### src/rtl/amo_queue_pkg.sv
// Shared types for the AMO queue: operation encoding, cache request/response, queue entry and FSM state.
// Alignment helper is used only when AMO_QUEUE_ALIGN_CHECK_EN is defined.
package amo_queue_pkg;

    localparam int XLEN              = 64;
    localparam int PLEN              = 56;
    // Widest transaction ID an entry can carry; the queue's TRANS_ID_BITS must not exceed it.
    localparam int TRANS_ID_MAX_BITS = 8;

    typedef enum logic [3:0] {
        AMO_NONE, AMO_LR, AMO_SC, AMO_SWAP, AMO_ADD, AMO_AND,
        AMO_OR, AMO_XOR, AMO_MAX, AMO_MAXU, AMO_MIN, AMO_MINU
    } amo_t;

    typedef enum logic [1:0] {IDLE, WAIT_ST, REQ} state_t;

    typedef struct packed {
        amo_t                         op;
        logic [PLEN-1:0]              paddr;
        logic [XLEN-1:0]              data;
        logic [1:0]                   size;
        logic [TRANS_ID_MAX_BITS-1:0] trans_id;
        logic                         misaligned;
    } entry_t;

    typedef struct packed {
        logic            req;
        amo_t            amo_op;
        logic [1:0]      size;
        logic [XLEN-1:0] operand_a;
        logic [XLEN-1:0] operand_b;
    } amo_req_t;

    typedef struct packed {
        logic            ack;
        logic [XLEN-1:0] result;
    } amo_resp_t;

    function automatic logic is_misaligned(input logic [PLEN-1:0] paddr, input logic [1:0] size);
        return ((size == 2'b10) && (paddr[1:0] != 2'b00)) ||
               ((size == 2'b11) && (paddr[2:0] != 3'b000));
    endfunction

endpackage

### src/rtl/amo_queue_store.sv
// Circular entry store with head/tail pointers; any DEPTH >= 1, pointers wrap at DEPTH-1 -> 0.
// Latency: push/pop take effect next cycle; flush rewinds tail to head + keep. No backpressure of its own.
module amo_queue_store
    import amo_queue_pkg::*;
#(
    parameter int DEPTH = 4,
    localparam int PW   = (DEPTH > 1) ? $clog2(DEPTH) : 1,
    localparam int CW   = $clog2(DEPTH + 1)
) (
    input  logic          clk,
    input  logic          rst,
    input  logic          push,
    input  entry_t        push_entry,
    input  logic          pop,
    input  logic          flush,
    input  logic [CW-1:0] keep,
    output entry_t        head_entry,
    output logic [CW-1:0] count
);

    entry_t          mem [DEPTH];
    logic [PW-1:0]   head, tail, head_nxt;

    function automatic logic [PW-1:0] ptr_add(input logic [PW-1:0] p, input int n);
        int s;
        s = int'(p) + n;
        if (s >= DEPTH) s = s - DEPTH;
        return PW'(s);
    endfunction

    assign head_nxt   = pop ? ptr_add(head, 1) : head;
    assign head_entry = mem[head];

    always_ff @(posedge clk) begin
        if (push) mem[tail] <= push_entry;
    end

    always_ff @(posedge clk or posedge rst) begin
        if (rst) begin
            head  <= '0;
            tail  <= '0;
            count <= '0;
        end else begin
            head <= head_nxt;
            // keep already accounts for this cycle's pop, so it is measured from the new head
            if (flush) begin
                tail  <= ptr_add(head_nxt, int'(keep));
                count <= keep;
            end else begin
                if (push) tail <= ptr_add(tail, 1);
                count <= count + CW'(push) - CW'(pop);
            end
        end
    end

endmodule

### src/rtl/amo_queue.sv
// In-order AMO queue: issues committed entries to the cache once stores drain (AMO_QUEUE_ALIGN_CHECK_EN adds misalignment faults).
// Latency: commit in N with stores drained -> req in N+1; ack in M -> result in M+1.
// Backpressure: ready_o low whenever DEPTH entries are held, even while popping; one cache request outstanding.
module amo_queue
    import amo_queue_pkg::*;
#(
    parameter int DEPTH         = 4,
    parameter int TRANS_ID_BITS = 3
) (
    input  logic                       clk_i,
    input  logic                       rst_i,
    input  logic                       flush_i,
    input  logic                       valid_i,
    output logic                       ready_o,
    input  amo_t                       amo_op_i,
    input  logic [PLEN-1:0]            paddr_i,
    input  logic [XLEN-1:0]            data_i,
    input  logic [1:0]                 data_size_i,
    input  logic [TRANS_ID_BITS-1:0]   trans_id_i,
    input  logic                       amo_valid_commit_i,
    input  logic                       no_st_pending_i,
    output amo_req_t                   amo_req_o,
    input  amo_resp_t                  amo_resp_i,
    output logic                       result_valid_o,
    output logic [TRANS_ID_BITS-1:0]   result_id_o,
    output logic [XLEN-1:0]            result_o,
    output logic                       misaligned_o,
    output logic [$clog2(DEPTH+1)-1:0] occupancy_o
);

    localparam int CW = $clog2(DEPTH + 1);

    state_t        state;
    logic [CW-1:0] commit_cnt, commit_nxt, count;
    entry_t        push_entry, head;
    logic          push, pop, pending, fault_done;
    logic          unused_id_bits;

    assign ready_o     = (count < CW'(DEPTH));
    assign occupancy_o = count;
    assign push        = valid_i && ready_o && !flush_i;
    // A same-cycle commit counts as pending so the request can rise in the very next cycle.
    assign pending     = (commit_cnt != '0) || (amo_valid_commit_i && (commit_cnt < count));
    assign fault_done  = (state == IDLE) && pending && head.misaligned;
    assign pop         = ((state == REQ) && amo_resp_i.ack) || fault_done;
    assign commit_nxt  = commit_cnt + CW'(amo_valid_commit_i) - CW'(pop);
    assign unused_id_bits = ^head.trans_id;

    always_comb begin
        push_entry          = '0;
        push_entry.op       = amo_op_i;
        push_entry.paddr    = paddr_i;
        push_entry.data     = data_i;
        push_entry.size     = data_size_i;
        push_entry.trans_id = TRANS_ID_MAX_BITS'(trans_id_i);
`ifdef AMO_QUEUE_ALIGN_CHECK_EN
        push_entry.misaligned = is_misaligned(paddr_i, data_size_i);
`else
        push_entry.misaligned = 1'b0;
`endif
    end

    always_comb begin
        amo_req_o           = '0;
        amo_req_o.req       = (state == REQ);
        amo_req_o.amo_op    = head.op;
        amo_req_o.size      = head.size;
        amo_req_o.operand_a = XLEN'(head.paddr);
        amo_req_o.operand_b = head.data;
    end

    amo_queue_store #(.DEPTH(DEPTH)) u_store (
        .clk        (clk_i),
        .rst        (rst_i),
        .push       (push),
        .push_entry (push_entry),
        .pop        (pop),
        .flush      (flush_i),
        .keep       (commit_nxt),
        .head_entry (head),
        .count      (count)
    );

`ifdef AMO_QUEUE_ALIGN_CHECK_EN
    logic fault_q;
    always_ff @(posedge clk_i or posedge rst_i) begin
        if (rst_i) fault_q <= 1'b0;
        else       fault_q <= fault_done;
    end
    assign misaligned_o = fault_q;
`else
    assign misaligned_o = 1'b0;
`endif

    always_ff @(posedge clk_i or posedge rst_i) begin
        if (rst_i) begin
            state          <= IDLE;
            commit_cnt     <= '0;
            result_valid_o <= 1'b0;
            result_id_o    <= '0;
            result_o       <= '0;
        end else begin
            commit_cnt     <= commit_nxt;
            result_valid_o <= pop;
            if (pop) begin
                result_id_o <= head.trans_id[TRANS_ID_BITS-1:0];
                if (fault_done)
                    result_o <= '0;
                else if (head.size == 2'b10)
                    result_o <= {{(XLEN-32){amo_resp_i.result[31]}}, amo_resp_i.result[31:0]};
                else
                    result_o <= amo_resp_i.result;
            end
            case (state)
                IDLE:    if (pending && !head.misaligned) state <= no_st_pending_i ? REQ : WAIT_ST;
                WAIT_ST: if (no_st_pending_i) state <= REQ;
                REQ:     if (amo_resp_i.ack) state <= IDLE;
                default: state <= IDLE;
            endcase
        end
    end

    commit_without_entry: assert property (@(posedge clk_i) disable iff (rst_i)
        amo_valid_commit_i |-> (commit_cnt < count));

endmodule

### config.mk
export PLATFORM = sky130hd
export DESIGN_NAME = amo_queue
export DESIGN_NICKNAME = d
export VERILOG_FILES = /design/src/rtl/amo_queue_pkg.sv /design/src/rtl/amo_queue_store.sv /design/src/rtl/amo_queue.sv
export SDC_FILE = /design/constraint.sdc
export NUM_CORES = 1
export LEC_CHECK = 0
export BUFFER_PORTS_ARGS = -buffer_cell sky130_fd_sc_hd__buf_2
export CAP_MARGIN = 15
export CORE_MARGIN = 4
export CORE_UTILIZATION = 60
export DETAILED_ROUTE_END_ITERATION = 8
export GPL_TIMING_DRIVEN = 0
export PLACE_DENSITY = 0.91
export SLEW_MARGIN = 5
export SYNTH_ARGS = -nofsm -noshare
export SYNTH_HDL_FRONTEND = slang
export SYNTH_SLANG_ARGS = --single-unit
### constraint.sdc
create_clock -name clk_i -period 6.9 [get_ports clk_i]
set_input_delay 1.38 -clock clk_i [delete_from_list [all_inputs] [get_ports clk_i]]
set_output_delay 1.38 -clock clk_i [all_outputs]
set_load 0.01 [all_outputs]
### After elaboration in Yosys (flattened, before gate mapping)

Memory sizes are Yosys's and may differ from the RTL's.
Index checks and enable logic that the tools add are counted.

* word-level logic and storage cells: 61
* RAM bits: 516
* output and inout bits: 208
* flip-flop bits (word level): 80
* bits of input ports: 200
* memories: 1

* add/subtract/negate cells: 10
* reduce and logical (&&, ||, !) cells: 15
* eq/ne operators: 6
* order comparisons: 5
* multiplexer cells: 16

Memory list
* u_store.mem: words 4, bits a word 129, rd ports 1, clocked after memory_dff 0, wr ports 1, line amo_queue_store.sv:21 `entry_t mem [DEPTH];`

Operator list (number)
* 2-to-1 mux 64 bit: 2
* 2-to-1 mux 2 bit: 10
* adder 2 x 1 -> 3 bit (second input constant): 2
* adder 3 x 1 -> 3 bit: 2
* greater-or-equal comparator 3 bit (second input constant): 2
* logical AND 1 bit: 6
* case mux 2 bit (3 select lines): 1
* subtractor 2 x 1 -> 2 bit (second input constant): 3
* subtractor 3 x 1 -> 3 bit: 2
* adder 2 x 3 -> 4 bit: 1
* equality test 2 bit (second input constant): 2
* greater-or-equal comparator 4 x 3 -> 1 bit (second input constant): 1
* != test 2 x 1 -> 1 bit (second input constant): 2
* less-than comparator 3 bit: 1
* less-than comparator 3 bit (second input constant): 1
* 2-to-1 mux 3 bit: 1
* AND reduction 3 bit: 1
* nonzero test 3 bit: 1
* equality test 2 x 1 -> 1 bit (second input constant): 1
* logical NOT 2 bit: 1
* logical OR 1 bit: 2
* 2-to-1 mux 1 bit: 2
* != test 2 bit (second input constant): 1
* nonzero test 2 bit: 1
* other kinds (3): 3

### Longest topological paths before layout

* depth in word-level cells: 11
* depth in mapped cells: 11
* gate-level depth less buffers: 10

### Hierarchy

A second synthesis with hierarchy kept.

* cell total of the unflattened synthesis: 1094
* area, all modules: 23203.5 um2

Modules (own cells, without submodules)
* amo_queue_store: cells each 748, instances 1, seq. area each 16390.7 um2, area each 19931.6 um2
* amo_queue: cells each 346, instances 1, seq. area each 1826.8 um2, area each 3271.9 um2

### Least setup slack after synthesis

No wires, ideal clock.

* kind: input -> register
* start point: in valid_i
* end point: mem u_store.mem[0][0] (netlist bit), enable pin
* data required time: 6397 ps
* cell stages on the path: 3
* library setup time: 503 ps
* arrival time: 4874 ps
* path slack: 1523 ps
* path buffers: 0
* cell sequence: nor2b_1 -> nor2b_1 -> and2_1

* word-level cells in the longest chain between the ends: 4

Ends and longest elaborated chain
* from (decl): line amo_queue.sv:13 `input logic valid_i,`
* logical AND 1 bit (2 in a row): line amo_queue.sv:41 `assign push = valid_i && ready_o && !flush_i;`
* 2-to-1 mux 1 bit: line amo_queue_store.sv:35 `if (push) mem[tail] <= push_entry;`
* 2-to-1 mux 1 bit (implied by the code): line amo_queue_store.sv:35
* to (decl): line amo_queue_store.sv:21

No other way between the ends.

==> impl_summary.txt <==
----------------------------------------------------
[Logic synthesis]
  Prevailing post-synth register cell ... edfxtp_1
  Synthesized area per cell ... 19.7 µm²
  Post-Synth XOR/XNOR Area ... 0.339%
  Yosys cell types ... 36
  Post-Synth Adder-Cell Area ... 0.711%
  Sequential share of the synthesized area ... ~75%
  Mux cell area share after synthesis ... between 10% and 20%
  Yosys warning count ... 0
  Cell count after synthesis ... around 1200
  Post-synthesis instance area ... 0.0232 mm²
  Post-synth EDFFs ... 516
  Register bit total from synthesis ... 596
  Basic-gate share of the synthesized area counting and, or, nand and nor cells ... 3.58%
  Share of synthesized registers carrying an async set or reset ... about 13%
  Combinational family with the most area after synthesis ... multiplexers
  Area fraction in compound gates after synthesis ... approximately 1.5%

[Worst setup path]
  Data arrival time of the critical path ... 2790 ps
  Nature of the critical path endpoint ... output pin
  WP buf/inv ... 5
  Termination of the worst setup path ... amo_req_o[67]
  Worst reg2reg path startpoint ... state[1]
  Series of cell instances along the critical path ... buf_6, buf_2, buf_2, mux4_2, buf_4, buf_2
  Type of element launching the critical path ... flop
  Timing startpoint of the critical path ... u_store.head[0]
  Worst EP required ... 5520 ps
  Largest driver fanout on the critical path ... 10
  Critical path's top delay family ... buffers and inverters
  Delay of the slowest cell on the worst path ... 600 ps
  Worst Setup Path Type ... reg -> out
  Worst R2R Setup Slack ... 3840 ps
  Slowest library cell on the worst path ... mux4_2
  FF-to-FF End ... u_store.count[2]
  Most used cell along the critical path ... buf_2
  Worst path depth ... 6
  Worst R2R Path Depth ... 11

[Drt]
  DR pass1 iterations ... 7
  Ratio of routed vias to standard cells ... 5.58
  Routed length per instance ... 24.0 µm
  Number of design-rule violations left by the first detailed-router iteration ... 1045
  Detailed-route wire length ... 53000 µm
  DRC violation count after routing ... 0
  Vias after detailed routing ... 12400
  Number of nets still failing antenna checks after routing ... 0

[GRT]
  First-pass GRT wire length ... roughly 80000 µm
  Met2 demand-to-capacity share in global routing ... 44.1%
  M1 GR Usage ... 30.1%
  Vias in the first global route ... roughly 13000
  Total GRT Usage ... between 20% and 30%
  Peak-usage layer in the global routing report ... met2
  Number of antenna violations at the first check in global routing ... 14
  GRT overflow ... 0
  Largest net degree at the start of global routing ... 59
  Met3 Resource Use GR ... 7.20%

[Final layout]
  Layout cells sized above 1 ... 49.6%
  Fin nets ... about 1900
  Final instance area ... 0.0280 mm²
  Area growth from synthesis to final layout ... 20.3%
  Final non-filler cell total ... about 2200
  Count of filler cells inserted in the layout ... between 2000 and 2500
  Area of combinational cells with multiple inputs ... 0.00443 mm²
  Storage element area ... 0.0175 mm²
  Commonest cells after routing, fill and taps aside ... edfxtp_1, buf_2, buf_4
  Most common cell after layout, fill and taps aside ... edfxtp_1

[Power and ir drop]
  Worst vdd ir ... about 380 µV
  Ratio of total power to cell area ... 414 mW/mm²
  Leak Pwr ... 10.6 nW

[Floorplanning]
  Die Ht ... 205 µm
  Die outline area ... 0.0419 mm²
  Horizontal extent of the die ... 205 µm
  Std cell rows ... 71
  # IOs ... about 410
  Initial Utilization ... 61.2%
  Area of the core region ... 0.0379 mm²

[CTS]
  Cts bufs inserted ... 56
  Root buf cell ... clkbuf_16
  CTS hold repair buffers ... 0
  Insertion delay to the later sink of the worst-skew pair ... 610 ps
  Sinks on Clock Net ... 596
  Max Root-Sink Buffers ... 3
  Post-CTS Setup Bufs ... 0
  CTS-repair resized insts ... 0
  Clock-pin transition on the worst setup and hold timing paths ... 60 ps
  CTS tree ... yes
  H-tree levels ... 2

[Flow run]
  Number of maximum-capacitance constraint violations ... 0

[Timing]
  RSZ-0062 raised after global routing ... false
  Hold violation count in the final report ... 0
  Worst slew slack as a fraction of its limit ... 52.6%
  Post-route fraction of the period consumed by the critical path ... 60.4%
  Pins over their slew limit ... 0
  Worst path setup slack after routing ... ~2700 ps
  Min cycle time layout ... 4170 ps
  Min Hold Slack ... 476 ps
  Final setup violation count ... 0
  Actual transition at the worst max-transition pin ... ~710 ps
  Setup Skew ... approximately 24 ps
  Max Clk Rate ... 240 MHz

[Min path]
  Beginning of the worst hold path ... result_o[27]
  Tightest Hold Check Type ... reg -> reg

[Placement]
  Placed insts ... 2104
  Routability cong. ... 0.840
  HPWL after detailed placement ... 34800 µm
  Count of input and output buffers ... 397
  Area after DPL ... 0.0261 mm²
  Worst setup slack after placement ... 2950 ps

[Status]
  Result of the run ... finished, final reports clean

----------------------------------------------------
## layout make-up
class                           instances  area share, %
Sequential cell                       596           62.6
Multi-Input combinational cell        397           15.9
Timing Repair Buffer                  406           7.99
Clock buffer                           71           5.52
Buffer                                183           4.64
Tap cell                              511           2.29
Clock inverter                         29          0.868
Inverter                               11          0.157
Antenna cell                            9         0.0806
## how the worst min path moves through the flow
stage                              end  cells after the start
after floorplan               state[0]                      1
after CTS                 result_o[29]                      2
after global routing      result_o[27]                      2
final                     result_o[27]                      2
after global placement    result_o[27]                      2
after detailed placement  result_o[28]                      2
## tightest hold or removal path, delay by kind of cell, from the launching register on
family,cells,cell delay (ps)
flops,1,340
simple gates,2,110
## cells in the mapped netlist, types with 5 or more instances
cell type / n / area [µm²]
a21oi_2: 30 / 263
ha_1: 10 / 125
mux4_2: 129 / 2910
nor2b_1: 5 / 31.3
inv_1: 10 / 37.5
nor2_1: 33 / 124
nand2_2: 20 / 125
nand2_1: 122 / 458
buf_6: 7 / 78.8
clkbuf_1: 10 / 37.5
edfxtp_1: 516 / 15500
dfrtp_1: 80 / 2000
buf_4: 136 / 1020
buf_1: 8 / 30.0
buf_2: 20 / 100
xnor2_1: 7 / 61.3
## cell families after synthesis
kind of cell	after synthesis
fa+ha+maj	12
mux	135
buf+inv	194
compound gates	40
simple gates	192
other cells	1
xor+xnor	9
flops	596
## power by group
group / internal, mW / switching [mW]
registers: 4.39 / 0.202
logic: 1.97 / 2.03
clock network: 1.69 / 1.29
## stage by stage
step                      util (%)  total power [mW]  setup TNS (ps)
after floorplan                  -              7.28               0
after global placement        68.2              8.51         -431020
after detailed placement      68.9              8.64               0
after CTS                     73.6              11.7               0
after global routing          73.7              12.1               0
final                         73.7              11.6               0
## flip-flops by register name, indices dropped and copies added, names as in the netlist
name and flops:
state 2, u_store.mem 516, result_valid_o 1, commit_cnt 3
u_store.head 2, result_o 64, result_id_o 3, u_store.tail 2
u_store.count 3
## per-layer routing
layer / wire length [µm] / share of wire [%] / up-vias
met5: 60 / 0.11 / -
met4: 2080 / 3.9 / 10
met3: 4490 / 8.5 / 145
met2: 28000 / 53 / 602
met1: 18400 / 35 / 6257
li1: - / - / 5340
No activity file was read; power rests on OpenSTA's default activity.
